**config.mk**
```make
export PLATFORM = sky130hd
export DESIGN_NAME = traffic_sensor
export DESIGN_NICKNAME = d
export VERILOG_FILES = /design/src/rtl/traffic_pkg.sv /design/src/rtl/sensor_debounce.sv /design/src/rtl/traffic_sensor.sv
export SDC_FILE = /design/constraint.sdc
export NUM_CORES = 1
export LEC_CHECK = 0
export CAP_MARGIN = 15
export CORE_AREA = 3 3 69 71
export CTS_BUF_LIST = sky130_fd_sc_hd__clkbuf_8 sky130_fd_sc_hd__clkbuf_16
export DETAILED_ROUTE_END_ITERATION = 10
export DIE_AREA = 0 0 72 74
export PLACE_DENSITY = 0.73
export REMOVE_ABC_BUFFERS = 1
export SLEW_MARGIN = 20
export SYNTH_ARGS = -nofsm -noshare
export SYNTH_HDL_FRONTEND = slang
export SYNTH_SLANG_ARGS = --single-unit
```
**constraint.sdc**
```tcl
create_clock -name CLK -period 1.5 [get_ports CLK]
set_input_delay 0.3 -clock CLK [delete_from_list [all_inputs] [get_ports CLK]]
set_output_delay 0.3 -clock CLK [all_outputs]
set_load 0.01 [all_outputs]
```
**src/rtl/traffic_pkg.sv**
```systemverilog
// Shared types and constants for the traffic sensor: FSM states, default
// timing parameters, count widths and the saturating wait-count update.
package traffic_pkg;

    typedef enum logic [1:0] {
        IDLE = 2'd0,
        HOLD = 2'd1,
        REQ  = 2'd2
    } state_t;

    localparam int DEB_CYCLES_DEF = 4;
    localparam int MIN_GREEN_DEF  = 20;
    localparam int WAIT_W         = 4;
    localparam int CARS_W         = 8;

    // Rise and fall pulses of one sensor never coincide, so inc wins trivially.
    function automatic logic [WAIT_W-1:0] wait_step(input logic [WAIT_W-1:0] cur,
                                                    input logic              inc,
                                                    input logic              dec);
        if (inc) begin
            return (cur == '1) ? cur : cur + 1'b1;
        end
        if (dec && (cur != '0)) begin
            return cur - 1'b1;
        end
        return cur;
    endfunction

endpackage

```
**src/rtl/sensor_debounce.sv**
```systemverilog
// Two-flop synchronizer plus run-length debounce for one vehicle loop;
// emits single-cycle registered pulses on debounced rising/falling edges.
module sensor_debounce
    import traffic_pkg::*;
#(
    parameter int DEB_CYCLES = DEB_CYCLES_DEF
) (
    input  logic clk,
    input  logic srst,
    input  logic raw,
    output logic rise,
    output logic fall
);

    localparam logic [3:0] DEB_MAX = 4'(DEB_CYCLES);

    logic       sync1_reg;
    logic       sync2_reg;
    logic       level_reg;
    logic       rise_reg;
    logic       fall_reg;
    logic [3:0] cnt_reg;

    // The level commits on the sample after the disagreement count hits DEB_MAX.
    always_ff @(posedge clk) begin
        if (srst) begin
            sync1_reg <= 1'b0;
            sync2_reg <= 1'b0;
            level_reg <= 1'b0;
            rise_reg  <= 1'b0;
            fall_reg  <= 1'b0;
            cnt_reg   <= '0;
        end else begin
            sync1_reg <= raw;
            sync2_reg <= sync1_reg;
            rise_reg  <= 1'b0;
            fall_reg  <= 1'b0;
            if (sync2_reg == level_reg) begin
                cnt_reg <= '0;
            end else if (cnt_reg == DEB_MAX) begin
                level_reg <= sync2_reg;
                cnt_reg   <= '0;
                rise_reg  <= sync2_reg;
                fall_reg  <= ~sync2_reg;
            end else begin
                cnt_reg <= cnt_reg + 4'd1;
            end
        end
    end

    assign rise = rise_reg;
    assign fall = fall_reg;

endmodule

```
**src/rtl/traffic_sensor.sv**
```systemverilog
// Vehicle-presence front end for a two-way intersection: debounced loop counts
// and a change request to the controller. TRAFFIC_SENSOR_STATS_EN enables CARSx.
module traffic_sensor
    import traffic_pkg::*;
#(
    parameter int DEB_CYCLES = DEB_CYCLES_DEF,
    parameter int MIN_GREEN  = MIN_GREEN_DEF
) (
    input  logic              CLK,
    input  logic              CLR,
    input  logic              SN,
    input  logic              SE,
    input  logic              GN,
    input  logic              GE,
    output logic              T,
    output logic [WAIT_W-1:0] WAITN,
    output logic [WAIT_W-1:0] WAITE,
    output logic [CARS_W-1:0] CARSN,
    output logic [CARS_W-1:0] CARSE
);

    localparam logic [7:0] TIMER_MAX = 8'(MIN_GREEN - 1);

    logic [1:0] raw_vec;
    logic [1:0] green_vec;

    assign raw_vec   = {SE, SN};
    assign green_vec = {GE, GN};

    // Index 0 is north, index 1 is east.
    generate
        for (genvar gi = 0; gi < 2; gi++) begin : g_dir
            logic              rise;
            logic              fall;
            logic [WAIT_W-1:0] wait_reg;

            sensor_debounce #(
                .DEB_CYCLES(DEB_CYCLES)
            ) u_deb (
                .clk (CLK),
                .srst(CLR),
                .raw (raw_vec[gi]),
                .rise(rise),
                .fall(fall)
            );

            always_ff @(posedge CLK) begin
                if (CLR) begin
                    wait_reg <= '0;
                end else begin
                    wait_reg <= wait_step(wait_reg, rise, fall & green_vec[gi]);
                end
            end

`ifdef TRAFFIC_SENSOR_STATS_EN
            logic [CARS_W-1:0] cars_reg;

            always_ff @(posedge CLK) begin
                if (CLR) begin
                    cars_reg <= '0;
                end else if (rise && (cars_reg != '1)) begin
                    cars_reg <= cars_reg + 1'b1;
                end
            end
`endif
        end
    endgenerate

    assign WAITN = g_dir[0].wait_reg;
    assign WAITE = g_dir[1].wait_reg;

`ifdef TRAFFIC_SENSOR_STATS_EN
    assign CARSN = g_dir[0].cars_reg;
    assign CARSE = g_dir[1].cars_reg;
`else
    assign CARSN = '0;
    assign CARSE = '0;
`endif

    logic [1:0] green_prev_reg;
    logic [7:0] timer_reg;
    logic       green_changed;

    assign green_changed = (green_vec != green_prev_reg);

    always_ff @(posedge CLK) begin
        if (CLR) begin
            green_prev_reg <= 2'b00;
            timer_reg      <= '0;
        end else begin
            green_prev_reg <= green_vec;
            if (green_changed) begin
                timer_reg <= '0;
            end else if (timer_reg != TIMER_MAX) begin
                timer_reg <= timer_reg + 8'd1;
            end
        end
    end

    logic              red_valid;
    logic [WAIT_W-1:0] red_wait;

    always_comb begin
        red_valid = GN ^ GE;
        red_wait  = GN ? WAITE : WAITN;
    end

    state_t state_reg;
    logic   t_reg;

    // Yellow/all-red freezes the FSM; both greens at once is treated as a fault.
    always_ff @(posedge CLK) begin
        if (CLR) begin
            state_reg <= IDLE;
            t_reg     <= 1'b0;
        end else if (GN && GE) begin
            state_reg <= IDLE;
            t_reg     <= 1'b0;
        end else if (red_valid) begin
            case (state_reg)
                IDLE: begin
                    if (red_wait != '0) begin
                        state_reg <= HOLD;
                    end
                end
                HOLD: begin
                    if (red_wait == '0) begin
                        state_reg <= IDLE;
                    end else if (timer_reg == TIMER_MAX) begin
                        state_reg <= REQ;
                        t_reg     <= 1'b1;
                    end
                end
                REQ: begin
                    if (green_changed) begin
                        state_reg <= IDLE;
                        t_reg     <= 1'b0;
                    end
                end
                default: begin
                    state_reg <= IDLE;
                    t_reg     <= 1'b0;
                end
            endcase
        end
    end

    assign T = t_reg;

endmodule

```
==> impl_metrics.env, run 1 <==
export IMPL_outcome="completed"
export IMPL_grt_overflow=0
export IMPL_holdCritStartpoint="g_dir[0].u_deb.sync1_reg"
export IMPL_critPathCaptureType="flop"
export IMPL_cp_required_ps=1680
export IMPL_clk_latency_ps=290
export IMPL_die_x_um=72
export IMPL_synth_area_top_cells="dfxtp_1, ha_1, buf_4"
export IMPL_ant_nets=0
export IMPL_die_area_um2=5330
export IMPL_synth_top_area_cell="dfxtp_1"
export IMPL_post_cts_setup_buffer_count=0
export IMPL_ir_worst_vdd_mv=0.627
export IMPL_antenna_found_initial=0
export IMPL_cts_tree="yes"
export IMPL_multiInputGateArea_um2=1070
export IMPL_yosysSeqAreaShare=0.396
export IMPL_whs_path_depth=1
export IMPL_fin_crit_sh=0.960
export IMPL_timing_hold_violations_final=0
export IMPL_clk_pin_slew_worst_paths_ps=70
export IMPL_grt_total_usage=0.142
export IMPL_fmax_mhz=695
export IMPL_reg2reg_to="WAITN[0]"
export IMPL_worstSetupPathType="flop to flop"
export IMPL_fin_total_pwr_uw=1830
export IMPL_grt_pass1_vias=1396
export IMPL_synth_most_common_cell="dfxtp_1"
export IMPL_synth_area_um2=1970
export IMPL_grt_max_degree=15
export IMPL_drt_iter0_markers=51
export IMPL_seq_area_um2=786
export IMPL_fin_ws_ps=60.6
export IMPL_synth_async_reset_ratio=0
export IMPL_synth_distinct_cells=49
export IMPL_row_count=24
export IMPL_rrSetupSlack_ps=60
export IMPL_syn_to_final_growth_pct=16.9
export IMPL_numCtsBuffers=5
export IMPL_ys_warn_count=0
export IMPL_worstRegToRegCells=6
export IMPL_worstPathMaxFanout=3
export IMPL_finalClockSkew_ps=5.23
export IMPL_io_pins=31
export IMPL_drive_above_1_share=0.173
export IMPL_start_util=0.459
export IMPL_cts_num_sinks=39
export IMPL_gp_congestion=0.772
export IMPL_cellPowerDensity_nw_per_um2=794
export IMPL_core_area_um2=4290
export IMPL_drt_first_pass_iters=4
export IMPL_finish_utilization=0.537
export IMPL_hp_class="flop to flop"
export IMPL_ctsRootBufferMaster="clkbuf_8"
export IMPL_hold_path_end="g_dir[0].u_deb.sync2_reg"
export IMPL_leakage_uw=0.000973
export IMPL_setup_violations_final=0
export IMPL_slowest_delay_ps=390
export IMPL_pre_cts_ws_ps=-389
export IMPL_n_antenna_cell=0
export IMPL_r2r_start="WAITN[1]"
export IMPL_num_nets_final=264
export IMPL_synth_flop_cell="dfxtp_1"
export IMPL_wirelength_mm=3.32
export IMPL_clockBufferDepth=2
export IMPL_htree_levels=2
export IMPL_viasPerCell=4.91
export IMPL_crit_chain="inv_1 -> ha_2 -> or3b_4 -> a22oi_2 -> xnor2_1 -> nor2_1"
export IMPL_synth_top_cell_area_share=0.396
export IMPL_fin_crit_ps=1440
export IMPL_synth_cells=217
export IMPL_ys_ff_latch=39
export IMPL_cp_top_family="simple AND/OR/NAND/NOR gates"
export IMPL_crit_path_start_kind="flop"
export IMPL_hold_ws_ps=439
export IMPL_slew_viol_final=0
export IMPL_io_buffers=14
export IMPL_drv_cap=0
export IMPL_ctsHoldBuffers=0
export IMPL_syn_avg_cell_area_um2=9.09
export IMPL_worst_path_buf_inv=1
export IMPL_dieHeight_um=74
export IMPL_synthTopCellsByCount="dfxtp_1, nor2_1, buf_4"
export IMPL_drc=0
export IMPL_synth_edf_count=0
export IMPL_grt_pass1_wl_mm=5.87
export IMPL_fillers=414
export IMPL_vias=1474
export IMPL_rsz0062_at_grt="true"
export IMPL_wl_per_cell_um=11.1
export IMPL_arrival_ps=1620
export IMPL_critPathSlowestCell="or3b_4"
export IMPL_post_dp_hpwl_mm=2.48
cell families (layout without fill, tap and decap cells):
family,count (synthesis),count (layout),share of synthesized area
fa+ha+maj,10,10,0.0635
compound gates,25,25,0.0882
flops,39,39,0.396
buf+inv,35,51,0.103
xor+xnor,17,17,0.0755
other cells,1,16,0.00190
simple gates,85,85,0.246
mux,5,5,0.0260
per-layer routing:
metal	routed length (um)	part of all wire	GRT usage
met3	140	0.042	0.0405
met1	1510	0.46	0.167
met2	1610	0.48	0.233
met5	0	0	0
met4	58	0.017	0.0814
how the worst max path moves through the flow:
stage / to / startpoint / slack [ps] / cells after the start
2_1_floorplan: WAITN[0] / WAITN[0] / -10 / 6
3_3_place_gp: state_reg[1] / GN / -320 / 6
3_5_place_dp: state_reg[1] / GN / -390 / 6
4_1_cts: T / T / 3 / 1
5_1_grt: WAITN[0] / WAITN[1] / -30 / 6
6_report: WAITN[0] / WAITN[1] / 60 / 6
through the flow:
stage,cell area (um^2),TNS [ps],instances
detailed placement,2210,-4600,293
CTS,2290,0,300
finish,2310,0,300
global placement,2210,-4100,293
global route,2310,-30.7,300
floorplan,1870,-14.9,210
report_power, final:
group	switching (uW)	total [uW]	internal, uW
Sequential	9.04	1060	1050
Clock	347	664	317
Combinational	63.4	110	46.7
timing repair:
item                                    in CTS  in global routing
pin swaps                                    0                  1
resized for setup                           15                  5
endpoints found under the setup margin      19                  4
cell type report:
| class | instances | area share |
|---|---|---|
| Multi-Input combinational cell | 158 | 0.462 |
| Sequential cell | 39 | 0.341 |
| Timing Repair Buffer | 31 | 0.112 |
| Clock buffer | 5 | 0.0298 |
| Tap cell | 52 | 0.0282 |
| Inverter | 13 | 0.0212 |
| Clock inverter | 2 | 0.00597 |
placed cells by master, fill, tap and decap left out, types with 2 or more instances in the layout:
cell type         n
nand3b_1          4
dfxtp_1          35
a31oi_1           3
xnor2_1           8
inv_1            12
nor2_1           21
nand2_1          14
dfxtp_2           4
o21ai_0           2
buf_4            17
nor2_2            3
nor3_1            5
clkdlybuf4s50_1   3
nand3_1          10
and3_1            3
nor2b_1           6
dlygate4sd2_1    10
a211oi_1          2
a221oi_1          2
ha_1              9
xor2_1            9
mux2i_1           4
a21oi_1           7
nor4b_1           4
clkbuf_8          5
conb_1           16
nand4_1           2
No activity file was read; power rests on OpenSTA's default activity.
==> run 2: changes to the inputs <==
HOLD_SLACK_MARGIN = 0.02   (was default)
==> results of run 2 <==
No change in the layout: final DEF, timing and power equal those of run 1.
==> run 3: changes to the inputs <==
CTS_CLUSTER_SIZE = 14   (was default)
==> results of run 3 <==
No change in the layout: final DEF, timing and power equal those of run 1.
